**config.mk**
```make
export PLATFORM = sky130hd
export DESIGN_NAME = nor_bus_ctrl
export DESIGN_NICKNAME = d
export VERILOG_FILES = /design/src/rtl/nor_pkg.sv /design/src/rtl/nor_sync2.sv /design/src/rtl/nor_bus_ctrl.sv
export SDC_FILE = /design/constraint.sdc
export NUM_CORES = 1
export LEC_CHECK = 0
export BUFFER_PORTS_ARGS = -buffer_cell sky130_fd_sc_hd__buf_2
export CELL_PAD_IN_SITES_DETAIL_PLACEMENT = 0
export CELL_PAD_IN_SITES_GLOBAL_PLACEMENT = 1
export CORE_MARGIN = 8
export CORE_UTILIZATION = 36
export CTS_BUF_LIST = sky130_fd_sc_hd__clkbuf_16
export DETAILED_ROUTE_END_ITERATION = 7
export PLACE_DENSITY = 0.94
export SYNTH_ARGS = -nofsm -noshare
export SYNTH_HDL_FRONTEND = slang
export SYNTH_SLANG_ARGS = --single-unit
```
**constraint.sdc**
```tcl
create_clock -name CLK -period 5 [get_ports CLK]
set_clock_uncertainty 0.1 [all_clocks]
set_input_delay 0 -clock CLK [delete_from_list [all_inputs] [get_ports CLK]]
set_output_delay 0 -clock CLK [all_outputs]
set_load 0.03 [all_outputs]
```
**src/rtl/nor_pkg.sv**
```systemverilog
// Shared types and constants for the NOR parallel-port bus controller.
package nor_pkg;

    localparam int NOR_DQ_W   = 16;
    localparam int NOR_ADDR_W = 26;
    localparam int T_BUSY_MAX = 1 << 20;

    typedef enum logic [2:0] {
        ST_IDLE,
        ST_SETUP,
        ST_RD_PULSE,
        ST_WR_PULSE,
        ST_HOLD,
        ST_BUSY_DLY,
        ST_BUSY_WAIT,
        ST_DONE
    } nor_state_t;

    // Phase counter reload: a phase of t cycles counts t-1 down to 0.
    function automatic logic [7:0] cnt_load(input int t);
        return 8'(t - 1);
    endfunction

endpackage

```
**src/rtl/nor_sync2.sv**
```systemverilog
// Two-flop synchronizer for the asynchronous RY/BY# pin; resets to "ready" (1).
module nor_sync2 (
    input  logic CLK,
    input  logic RST,
    input  logic d,
    output logic q
);

    logic meta;

    always_ff @(posedge CLK) begin
        if (RST) begin
            meta <= 1'b1;
            q    <= 1'b1;
        end else begin
            meta <= d;
            q    <= meta;
        end
    end

endmodule

```
**src/rtl/nor_bus_ctrl.sv**
```systemverilog
// Asynchronous NOR read / single-word write sequencer with programmable phase timing.
// Optional RY/BY# wait timeout enabled by defining NOR_BUSY_TIMEOUT_EN.
module nor_bus_ctrl
    import nor_pkg::*;
#(
    parameter int ADDR_W     = NOR_ADDR_W,
    parameter int T_SETUP    = 1,
    parameter int T_RD       = 8,
    parameter int T_WE       = 4,
    parameter int T_HOLD     = 2,
    parameter int T_BUSY_DLY = 2
) (
    input  logic                CLK,
    input  logic                RST,
    input  logic                req_valid,
    output logic                req_ready,
    input  logic                req_write,
    input  logic                req_wait_busy,
    input  logic [ADDR_W-1:0]   req_addr,
    input  logic [NOR_DQ_W-1:0] req_wdata,
    output logic                rsp_valid,
    output logic [NOR_DQ_W-1:0] rsp_rdata,
    output logic                rsp_err,
    output logic                nor_ce_n,
    output logic                nor_oe_n,
    output logic                nor_we_n,
    output logic [ADDR_W-1:0]   nor_addr,
    output logic [NOR_DQ_W-1:0] nor_dq_o,
    output logic                nor_dq_oe,
    input  logic [NOR_DQ_W-1:0] nor_dq_i,
    input  logic                nor_ry_by,
    output nor_state_t          dbg_state
);

    // Handshake: a request transfers on a rising CLK edge where req_valid && req_ready;
    // rsp_valid is a single-cycle pulse with no back-pressure.

    nor_state_t state;
    logic [7:0] cnt;
    logic       lat_wr;
    logic       lat_wait;
    logic       ry_sync;

`ifdef NOR_BUSY_TIMEOUT_EN
    logic [19:0] busy_cnt;
    logic        err_pend;
`endif

    assign dbg_state = state;

    nor_sync2 u_ry_sync (
        .CLK (CLK),
        .RST (RST),
        .d   (nor_ry_by),
        .q   (ry_sync)
    );

    always_ff @(posedge CLK) begin
        if (RST) begin
            state     <= ST_IDLE;
            cnt       <= 8'd0;
            lat_wr    <= 1'b0;
            lat_wait  <= 1'b0;
            req_ready <= 1'b0;
            rsp_valid <= 1'b0;
            rsp_rdata <= '0;
            rsp_err   <= 1'b0;
            nor_ce_n  <= 1'b1;
            nor_oe_n  <= 1'b1;
            nor_we_n  <= 1'b1;
            nor_addr  <= '0;
            nor_dq_o  <= '0;
            nor_dq_oe <= 1'b0;
`ifdef NOR_BUSY_TIMEOUT_EN
            busy_cnt  <= 20'd0;
            err_pend  <= 1'b0;
`endif
        end else begin
            rsp_valid <= 1'b0;
            rsp_err   <= 1'b0;
            case (state)
                ST_IDLE: begin
                    req_ready <= 1'b1;
                    if (req_valid && req_ready) begin
                        req_ready <= 1'b0;
                        lat_wr    <= req_write;
                        lat_wait  <= req_write && req_wait_busy;
                        nor_ce_n  <= 1'b0;
                        nor_addr  <= req_addr;
                        if (req_write) begin
                            nor_dq_o  <= req_wdata;
                            nor_dq_oe <= 1'b1;
                        end
                        cnt   <= cnt_load(T_SETUP);
                        state <= ST_SETUP;
                    end
                end
                ST_SETUP: begin
                    if (cnt == 8'd0) begin
                        if (lat_wr) begin
                            nor_we_n <= 1'b0;
                            cnt      <= cnt_load(T_WE);
                            state    <= ST_WR_PULSE;
                        end else begin
                            nor_oe_n <= 1'b0;
                            cnt      <= cnt_load(T_RD);
                            state    <= ST_RD_PULSE;
                        end
                    end else begin
                        cnt <= cnt - 8'd1;
                    end
                end
                ST_RD_PULSE: begin
                    if (cnt == 8'd0) begin
                        rsp_rdata <= nor_dq_i;
                        nor_oe_n  <= 1'b1;
                        cnt       <= cnt_load(T_HOLD);
                        state     <= ST_HOLD;
                    end else begin
                        cnt <= cnt - 8'd1;
                    end
                end
                ST_WR_PULSE: begin
                    if (cnt == 8'd0) begin
                        nor_we_n <= 1'b1;
                        cnt      <= cnt_load(T_HOLD);
                        state    <= ST_HOLD;
                    end else begin
                        cnt <= cnt - 8'd1;
                    end
                end
                ST_HOLD: begin
                    if (cnt == 8'd0) begin
                        nor_ce_n  <= 1'b1;
                        nor_dq_oe <= 1'b0;
                        if (lat_wait) begin
                            cnt   <= cnt_load(T_BUSY_DLY);
                            state <= ST_BUSY_DLY;
                        end else begin
                            state <= ST_DONE;
                        end
                    end else begin
                        cnt <= cnt - 8'd1;
                    end
                end
                ST_BUSY_DLY: begin
                    // Gives the device time to pull RY/BY# low before we start looking at it.
                    if (cnt == 8'd0) begin
                        state <= ST_BUSY_WAIT;
`ifdef NOR_BUSY_TIMEOUT_EN
                        busy_cnt <= 20'd0;
                        err_pend <= 1'b0;
`endif
                    end else begin
                        cnt <= cnt - 8'd1;
                    end
                end
                ST_BUSY_WAIT: begin
                    if (ry_sync) begin
                        state <= ST_DONE;
`ifdef NOR_BUSY_TIMEOUT_EN
                    end else if (busy_cnt == 20'(T_BUSY_MAX - 1)) begin
                        err_pend <= 1'b1;
                        state    <= ST_DONE;
                    end else begin
                        busy_cnt <= busy_cnt + 20'd1;
`endif
                    end
                end
                ST_DONE: begin
                    rsp_valid <= 1'b1;
                    req_ready <= 1'b1;
                    state     <= ST_IDLE;
`ifdef NOR_BUSY_TIMEOUT_EN
                    rsp_err   <= err_pend;
                    err_pend  <= 1'b0;
`endif
                end
                default: state <= ST_IDLE;
            endcase
        end
    end

endmodule

```
==> results.md, run 1 <==
* Worst-Margin Slew at 1.07 ns
* Net Count, Synth at around 460
* Worst Hold Class: input port to register
* Final period util at 0.504
* Total grt overflow at 0
* Worst vdd ir at 0.214 mV
* Post-synthesis register bit count at 79
* # port buffers at 130
* Post-synth EDFFs at 0
* P per Cell Area at 508 mW/mm^2
* Hold Slack at 0.0714 ns
* Vias at 3370
* CP Capture Type: register
* Hpwl dp at 6360 um
* Post-Syn Instances at between 300 and 400
* Synthesis-to-layout area growth at 49.6%
* Die area at roughly 0.012 mm^2
* Vias in the first global route at 3273
* ANT nets after route at 0
* Arr. time, crit path at 2.67 ns
* Clk Latency, worst-skew pair at 0.32 ns
* DR DRC count at 0
* 1st-iter DRT viols at between 200 and 250
* Family with the most delay on the worst path: simple AND/OR/NAND/NOR gates
* WP data required at 5.15 ns
* Starting Density at 0.369
* Resized cells post-CTS at 0
* MaxCap Viol Count at 0
* Htree depth at 3
* Post-DR vias/cell at 4.95
* Largest net degree at the start of global routing at 80
* Max FO, Critical Path at 17
* Critical Path Source Type: register
* Antenna violations before repair at 0
* Root cell of the clock tree: clkbuf_16
* Worst path max stage delay at between 0.7 and 0.8 ns
* Final WL at 9970 um
* Global-route wire length before repair at 15500 um
* CP Class: register to register
* RSZ-0062 raised after global routing: no
* Worst-path cell chain: inv_1 > ha_1 > or4b_4 > nor2_4 > and3_1 > nand2_1 > a21oi_1
* Final Setup Violations at 0
* Primary FF master, synth: dfxtp_1
* CP bufs+invs at 1
* Clock slew at reported path FFs at 0.06 ns
* Status: finished, final reports clean
* Clock sink count at 79
* WL/cell at 14.6 um
* Slew Viols, Final at 0
* Total power at roughly 2.4 mW
* Die X-Extent at about 110 um
* Netlist Area Pre-Place at 0.00319 mm^2
* Final Critical Period at 2.52 ns
* CTS tree: built
* P_leak at 2.05 nW
* GP Congestion at 0.792
* Die height at 110 um
* Clock Tree Buf Depth at 2
* Core Region at 0.00864 mm^2
* Syn avg cell area at 8.11 um^2
* Number of fillers in the final layout at 770
* Sequential share of the synthesized area at 0.496
* Rel. slew slack at 0.288
* Total Nets Final at 633
* Setup TNS at 0 ns
* Async set or reset register ratio after synthesis at 0
* Number of CTS-inserted buffers at 9
* Initial DRT Pass Iterations at 5
* Slowest CP cell: and3_1
* Yosys warning count at 0
* Final hold violation count at 0
* Fraction of layout cells with a size suffix above 1 at 0.299
* Count of cell types in the netlist at 50
* # IOs at between 100 and 150
* Rows at 34
* F_max at 397 MHz
* GRT Util Overall at 0.161
==> cell usage after synthesis, drive strengths merged, types with 2 or more instances <==
cell type / count / area share
buf: 10 / 0.024
a31oi: 6 / 0.012
nand4: 2 / 0.0039
a21oi: 69 / 0.12
nor3: 4 / 0.0063
dfxtp: 79 / 0.50
a32o: 3 / 0.0094
nor3b: 2 / 0.0047
nand2: 133 / 0.16
nand3: 7 / 0.011
nor2: 13 / 0.018
inv: 4 / 0.0047
nand2b: 6 / 0.012
or2: 2 / 0.0039
o211ai: 2 / 0.0047
o21ai: 4 / 0.0063
clkbuf: 19 / 0.022
o311a: 2 / 0.0063
and2: 2 / 0.0039
nor2b: 2 / 0.0039
==> area by class of cell <==
| cell class | instances | area (um^2) | area share |
|---|---|---|---|
| clock buffer | 9 | 225 | 0.0472 |
| timing repair buffer | 193 | 1280 | 0.268 |
| sequential | 79 | 1580 | 0.332 |
| inverter | 4 | 15.0 | 0.00315 |
| clock inverter | 6 | 85.1 | 0.0178 |
| antenna | 1 | 2.50 | 0.000525 |
| multi-input combinational | 281 | 1450 | 0.303 |
| tap | 108 | 135 | 0.0283 |
==> report_power, final <==
group          internal (mW)  total, mW  leakage (nW)  switching, mW
Sequential             0.737      0.836         0.641         0.0993
Combinational          0.313      0.909          1.25          0.596
Clock                  0.433      0.678         0.149          0.245
Total                   1.48       2.42          2.05          0.941
==> worst reg2reg max path, stage by stage (launching register included) <==
cell and delay, ns:
dfxtp_1 0.34, inv_1 0.07, ha_1 0.22, or4b_4 0.52, nor2_4 0.20, and3_1 0.71
nand2_1 0.13, a21oi_1 0.17
==> flip-flops by register name, indices dropped and copies added, names as in the netlist, 3 cells and up <==
name,cells
nor_dq_o,16
cnt,8
dbg_state,3
nor_addr,26
rsp_rdata,16
==> logic make-up after synthesis <==
logic type / Yosys count / synth area share
simple gates: 180 / 0.255
compound gates: 99 / 0.193
flops: 79 / 0.496
buf+inv: 33 / 0.0506
fa+ha+maj: 1 / 0.00393
other cells: 1 / 0.00118
==> what timing repair did <==
action | CTS | global route
setup buffers | 0 | 0
endpoints found under the hold margin | 60 | 0
hold buffers | 61 | 0
==> worst paths after layout <==
path                        from            end  slack [ns]  cells after the start
setup / recovery          cnt[0]  rsp_rdata[13]        2.48                      7
hold / removal         req_valid   dbg_state[1]        0.07                      4
setup reg to reg          cnt[0]  rsp_rdata[13]        2.48                      7
hold reg to reg   u_ry_sync.meta    u_ry_sync.q        0.31                      1
==> metal layers <==
layer	vias up	global-route usage	wire length [um]
li1	1675	-	-
met1	1544	0.183	4070
met2	135	0.269	4870
met3	16	0.0448	801
met4	0	0.0849	224
met5	-	0	0
==> metrics by stage <==
stage	cell area [um^2]	util	worst slack, ns	cells
4_1_cts	4760	0.552	2.50	680
6_report	4770	0.552	2.48	681
2_1_floorplan	3190	-	2.98	393
5_1_grt	4760	0.552	2.27	680
3_3_place_gp	3840	0.445	2.59	604
3_5_place_dp	3840	0.445	2.53	604
==> placed cells by master (no fill, tap or decap), types with 6 or more instances in the layout <==
cell type / synthesis / layout
clkbuf_16: 0 / 9
a21oi_2: 9 / 9
nor2_1: 12 / 12
nand2b_1: 6 / 6
dlygate4sd3_1: 0 / 61
nand2_2: 10 / 10
nand2_1: 123 / 123
a21oi_1: 60 / 60
dfxtp_1: 79 / 79
a31oi_1: 6 / 6
buf_2: 5 / 130
nand3_1: 7 / 7
Power figures use the tool's default switching activity.
==> inputs of run 2 (changes only) <==
Settings changed: CORE_UTILIZATION 36 to 34, PLACE_DENSITY 0.94 to 0.9.
Clock period 5 ns to 2.6 ns, I/O delays scaled along.
==> run 2 against run 1 <==
  * Via count is 1.1% lower
  * Wire length shrank 0.42%
  * Sequential power is 89% higher
  * Clock power is 76% higher
  * Clock-buffer cell count unchanged
  * Die area up 5.0%
  * Sequential share of layout area is 0.096 points lower
  * Design area grew 0.29%
  * Setup slack got worse by 2.3 ns
  * Register-to-register slack worse by 2.3 ns
  * Flip-flop and latch count is the same
  * Critical path depth is the same
  * Critical endpoint is now rsp_rdata[6]
==> results.md, run 2 (synthesis results as in run 1) <==
* Status: finished, final reports clean
* Arr. time, crit path at 2.50 ns (-0.17 ns)
* Placed insts at 613 (+1.5%)
* Non-filler instance count after layout at 688 (+1.0%)
* Number of fillers in the final layout at 815 (+5.8%)
* Largest registers: nor_addr x26, nor_dq_o x16, rsp_rdata x16
* CP Class: register to register
* CTS tree: built
* Postcts setup bufs at 0 (unchanged)
* Commonest non-fill, non-tap cells in the layout: buf_2 (130), nand2_1 (123), dfxtp_1 (79)
* Slowest CP cell: or4b_4
* Critical Path Source Type: register
* WL/cell at 14.4 um (-1.4%)
* 1st-iter DRT viols at 213 (-2.7%)
* GRT Util Overall at 0.156 (-0.00462)
* GP Congestion at 0.771 (-2.7%)
* Most flops, register: nor_addr
* # hold bufs at CTS at 61 (unchanged)
* Hpwl dp at 6560 um (+3.1%)
* # IOs at 132 (unchanged)
* Die area at 0.0127 mm^2 (+5.0%)
* Largest net degree at the start of global routing at 50 (-38%)
* Initial DRT Pass Iterations at 4 (-1)
* Total grt overflow at 0 (unchanged)
* WP data required at 2.69 ns (-2.46 ns)
* Final hold violation count at 0 (unchanged)
* Most common cell after layout, fill and taps aside: buf_2
* Synthesis-to-layout area growth at 50.0%
* Worst Hold Class: input port to register
* Clock Tree Buf Depth at 2 (unchanged)
* Core Region at 0.00915 mm^2 (+6.0%)
* MaxCap Viol Count at 0 (unchanged)
* Worst vdd ir at 0.403 mV (+88%)
* Final WL at 9930 um (-0.42%)
* Rows at 35 (+2.9%)
* Starting Density at 0.348 (-0.0208)
* Hold Slack at 0.0147 ns (-0.0567 ns)
* Fraction of layout cells with a size suffix above 1 at 0.305 (+0.00607)
* Final period util at 0.927 (+0.424)
* RSZ-0062 raised after global routing: no
* # port buffers at 130 (unchanged)
* Reg area at 0.00158 mm^2 (unchanged)
* Clock sink count at 79 (unchanged)
* Root cell of the clock tree: clkbuf_16
* Number of flip-flops in the largest register at 26 (unchanged)
* Total Nets Final at 639 (+0.95%)
* Worst path max stage delay at 0.52 ns (-0.19 ns)
* F_max at 415 MHz (+4.4%)
* Die X-Extent at 113 um (+2.5%)
* Final Critical Period at 2.41 ns (-0.107 ns)
* Number of CTS-inserted buffers at 9 (unchanged)
* Clock slew at reported path FFs at 0.06 ns (about the same)
* Area of the multi-input gates at 0.00145 mm^2 (unchanged)
* Post-DR vias/cell at 4.84 (-2.1%)
* Clk Latency, worst-skew pair at 0.33 ns (about the same)
* Htree depth at 3 (unchanged)
* P_leak at 2.07 nW (+1.2%)
* Vias at 3332 (-1.1%)
* Antenna violations before repair at 0 (unchanged)
* Resized cells post-CTS at 0 (unchanged)
* Slew Viols, Final at 0 (unchanged)
* DR DRC count at 0 (unchanged)
* ANT nets after route at 0 (unchanged)
* Setup TNS at 0 ns (unchanged)
* Worst-Margin Slew at 0.637 ns (-0.428 ns)
* Total power at 4.57 mW (+89%)
* Max FO, Critical Path at 16 (-1)
* P per Cell Area at 956 mW/mm^2 (+88%)
* Die height at 113 um (+2.5%)
* Vias in the first global route at 3428 (+4.7%)
* CP Capture Type: register
* Global-route wire length before repair at 16400 um (+6.3%)
* Placed cell areas at 0.00389 mm^2 (+1.3%)
* Worst-path cell chain: inv_1 > ha_1 > or4b_4 > nor2_4 > nand3_1 > nand2_1 > a21oi_2
* Post-route cell area at 0.00478 mm^2 (+0.29%)
* # diodes at 0 (-1)
* Final Setup Violations at 0 (unchanged)
* Rel. slew slack at 0.574 (+0.286)
## run 2: cell count changes in the layout (fill, tap and decap cells not counted)
| cell | before | now |
|---|---|---|
| inv_1 | 4 | 5 |
| inv_6 | 1 | 0 |
| buf_4 | 2 | 8 |
| bufinv_16 | 2 | 1 |
| clkinv_2 | 1 | 2 |
| diode_2 | 1 | 0 |
| clkinv_4 | 0 | 1 |
| clkinv_1 | 1 | 0 |
| clkinvlp_4 | 1 | 0 |
## run 2: worst paths after layout
kind,start,endpoint,slack [ns],cells after the start
worst max register to register,cnt[0],rsp_rdata[6],0.19,7
worst max-delay path,cnt[0],rsp_rdata[6],0.19,7
worst min register to register,u_ry_sync.meta,u_ry_sync.q,0.31,1
worst min-delay path,req_write,lat_wr,0.01,4
## run 2: routing by layer
layer  share of wire  global-route usage  vias up
met5               0                   0        -
met3           0.090              0.0596       12
met4           0.016              0.0692        0
met1            0.42               0.169     1510
li1                -                   -     1687
met2            0.47               0.266      123
## run 2: area by class of cell
type	instances	share of cell area
timing repair buffer	199	0.276
clock buffer	9	0.0471
inverter	4	0.00314
sequential	79	0.331
clock inverter	5	0.0110
multi-input combinational	281	0.303
tap	111	0.0290
## run 2: power breakdown
part           switching [mW]  internal (mW)
Sequential              0.161           1.42
Combinational            1.18          0.632
Clock                   0.458          0.727
## run 2: critical path: cells and delay by family (launching register included)
family | cells | cell delay, ns
and+or+nand+nor | 4 | 1.48
adders and majority gates | 1 | 0.22
AOI/OAI and AO/OA | 1 | 0.07
DFF | 1 | 0.34
buffers and inverters | 1 | 0.07
## run 2: metrics by stage
step	utilization	setup WS, ns
final	0.522	0.189
after CTS	0.522	0.222
after detailed placement	0.425	0.255
after floorplan	-	0.585
after global routing	0.522	0.0105
after global placement	0.425	0.340
==> inputs of run 3 (changes only) <==
Settings changed: CELL_PAD_IN_SITES_DETAIL_PLACEMENT 0 to 1.
==> run 3 against run 2 <==
  * Fmax increased by 1.3%
  * Combinational power up 3%
  * Via count rose by 6.1%
  * Largest cell class unchanged
==> results.md, run 3 (synthesis results as in run 1) <==
* Status: finished, final reports clean
* Final Setup Violations at 0 (unchanged)
* GRT Util Overall at 0.195 (+0.0391)
* CP Capture Type: register
* Reg area at 0.00158 mm^2 (unchanged)
* Most common cell after layout, fill and taps aside: buf_2
* GRT busiest layer: met2
* Setup TNS at 0 ns (unchanged)
* Core Region at 0.00915 mm^2 (unchanged)
* Area of the multi-input gates at 0.00146 mm^2 (+0.86%)
* Vias in the first global route at 3836 (+12%)
* Synthesis-to-layout area growth at 51.2%
* Commonest non-fill, non-tap cells in the layout: buf_2 (130), nand2_1 (122), dfxtp_1 (79)
* Clock sink count at 79 (unchanged)
* Worst-Margin Slew at 0.589 ns (-0.0477 ns)
* P per Cell Area at 972 mW/mm^2 (+1.7%)
* Starting Density at 0.348 (unchanged)
* Non-filler instance count after layout at 696 (+1.2%)
* Worst-path cell chain: nor3_2 > nor2b_2 > buf_4 > nand3_1 > dlygate4sd3_1 > a21oi_1
* Hold Slack at 0.0378 ns (+0.0231 ns)
* ANT nets after route at 0 (unchanged)
* Finished Core Util at 0.527 (+0.00424)
* Final worst setup slack at 0.219 ns (+0.0304 ns)
* Worst Hold Class: input port to register
* # IOs at 132 (unchanged)
* Most flops, register: nor_addr
* GP Congestion at 0.771 (unchanged)
* Family with the most delay on the worst path: buffers and inverters
* RSZ-0062 raised after global routing: no
* Htree depth at 3 (unchanged)
* Die height at 113 um (unchanged)
* Postcts setup bufs at 0 (unchanged)
* Slew Viols, Final at 0 (unchanged)
* CP Class: register to register
* GR Layer Usage met1 at 0.195 (+0.0258)
* F_max at 420 MHz (+1.3%)
* Global-route wire length before repair at 19900 um (+21%)
* # port buffers at 130 (unchanged)
* Antenna violations before repair at 4 (+4)
* Clk Latency, worst-skew pair at 0.33 ns (about the same)
* Post-DR vias/cell at 5.08 (+4.9%)
* Clock slew at reported path FFs at 0.06 ns (about the same)
* Rel. slew slack at 0.607 (+0.0330)
* Worst vdd ir at 0.410 mV (+1.6%)
* P_leak at 2.07 nW (+0.24%)
* WL/cell at 18.1 um (+25%)
* Placed cell areas at 0.00389 mm^2 (unchanged)
* Final hold violation count at 0 (unchanged)
* CP bufs+invs at 2 (+1)
* Fraction of layout cells with a size suffix above 1 at 0.311 (+0.00585)
* Largest net degree at the start of global routing at 50 (unchanged)
* Worst path max stage delay at 0.59 ns (+0.07 ns)
* Setup Slack @ Placement at 0.195 ns (-0.0596 ns)
* Number of CTS-inserted buffers at 9 (unchanged)
* Clock Tree Buf Depth at 2 (unchanged)
* Post-route cell area at 0.00482 mm^2 (+0.81%)
* GR Util met2 at 0.359 (+0.0930)
* Final period util at 0.916 (-0.0117)
* Number of fillers in the final layout at 1101 (+35%)
* Met3 usage at 0.0602 (+0.000532)
* Initial DRT Pass Iterations at 4 (unchanged)
* Number of flip-flops in the largest register at 26 (unchanged)
* Root cell of the clock tree: clkbuf_16
* Slowest CP cell: dlygate4sd3_1
* Total grt overflow at 0 (unchanged)
* MaxCap Viol Count at 0 (unchanged)
* CTS tree: built
* Vias at 3535 (+6.1%)
* Rows at 35 (unchanged)
* Final Critical Period at 2.38 ns (-0.0304 ns)
* 1st-iter DRT viols at 156 (-27%)
* DR DRC count at 0 (unchanged)
* Die X-Extent at 113 um (unchanged)
* Hpwl dp at 7550 um (+15%)
* Largest registers: nor_addr x26, nor_dq_o x16, rsp_rdata x16
* Final WL at 12600 um (+27%)
* Placed insts at 613 (unchanged)
* Arr. time, crit path at 2.54 ns (+0.04 ns)
* WP data required at 2.76 ns (+0.07 ns)
* Die area at 0.0127 mm^2 (unchanged)
* Total Nets Final at 639 (unchanged)
* Total power at 4.69 mW (+2.5%)
* Critical Path Source Type: register
* Max FO, Critical Path at 24 (+8)
## run 3: cell types whose count changed in the layout (fill, tap and decap cells not counted), sizes merged
cell,previous run,this run
inv,5,6
diode,0,6
clkinvlp,0,1
## run 3: timing repair
| action | 4_1_cts | 5_1_grt |
|---|---|---|
| hold buffers | 61 | 0 |
| resized for setup | 0 | 3 |
| setup endpoints to repair | 0 | 6 |
| endpoints found under the hold margin | 60 | 0 |
## run 3: final timing paths
check | from | endpoint | slack [ns] | depth (start not counted)
worst max-delay path | dbg_state[2] | lat_wait | 0.22 | 6
worst min-delay path | req_write | nor_dq_o[15] | 0.04 | 4
worst max register to register | dbg_state[2] | lat_wait | 0.22 | 6
worst min register to register | u_ry_sync.meta | u_ry_sync.q | 0.31 | 1
## run 3: final cells by class
| type | instances | share of cell area |
|---|---|---|
| Sequential cell | 79 | 0.328 |
| Multi-Input combinational cell | 281 | 0.303 |
| Timing Repair Buffer | 199 | 0.274 |
| Clock buffer | 9 | 0.0467 |
| Tap cell | 111 | 0.0288 |
| Clock inverter | 7 | 0.0132 |
| Inverter | 4 | 0.00312 |
| Antenna cell | 6 | 0.00312 |
## run 3: worst min-delay path, cell delays in order
cell     delay [ns]
buf_2          0.12
and2_1         0.17
nand2_1        0.07
a21oi_1        0.05
## run 3: where the power goes
group          internal [mW]  switching, mW  total (mW)
Clock                  0.736          0.491        1.23
Combinational          0.637           1.23        1.87
Sequential              1.42          0.171        1.59
Total                   2.79           1.90        4.69
## run 3: routing by layer
| metal | share of wire | routed length (um) |
|---|---|---|
| met1 | 0.38 | 4720 |
| met2 | 0.53 | 6600 |
| met3 | 0.069 | 864 |
| met4 | 0.031 | 384 |
| met5 | 0 | 0 |
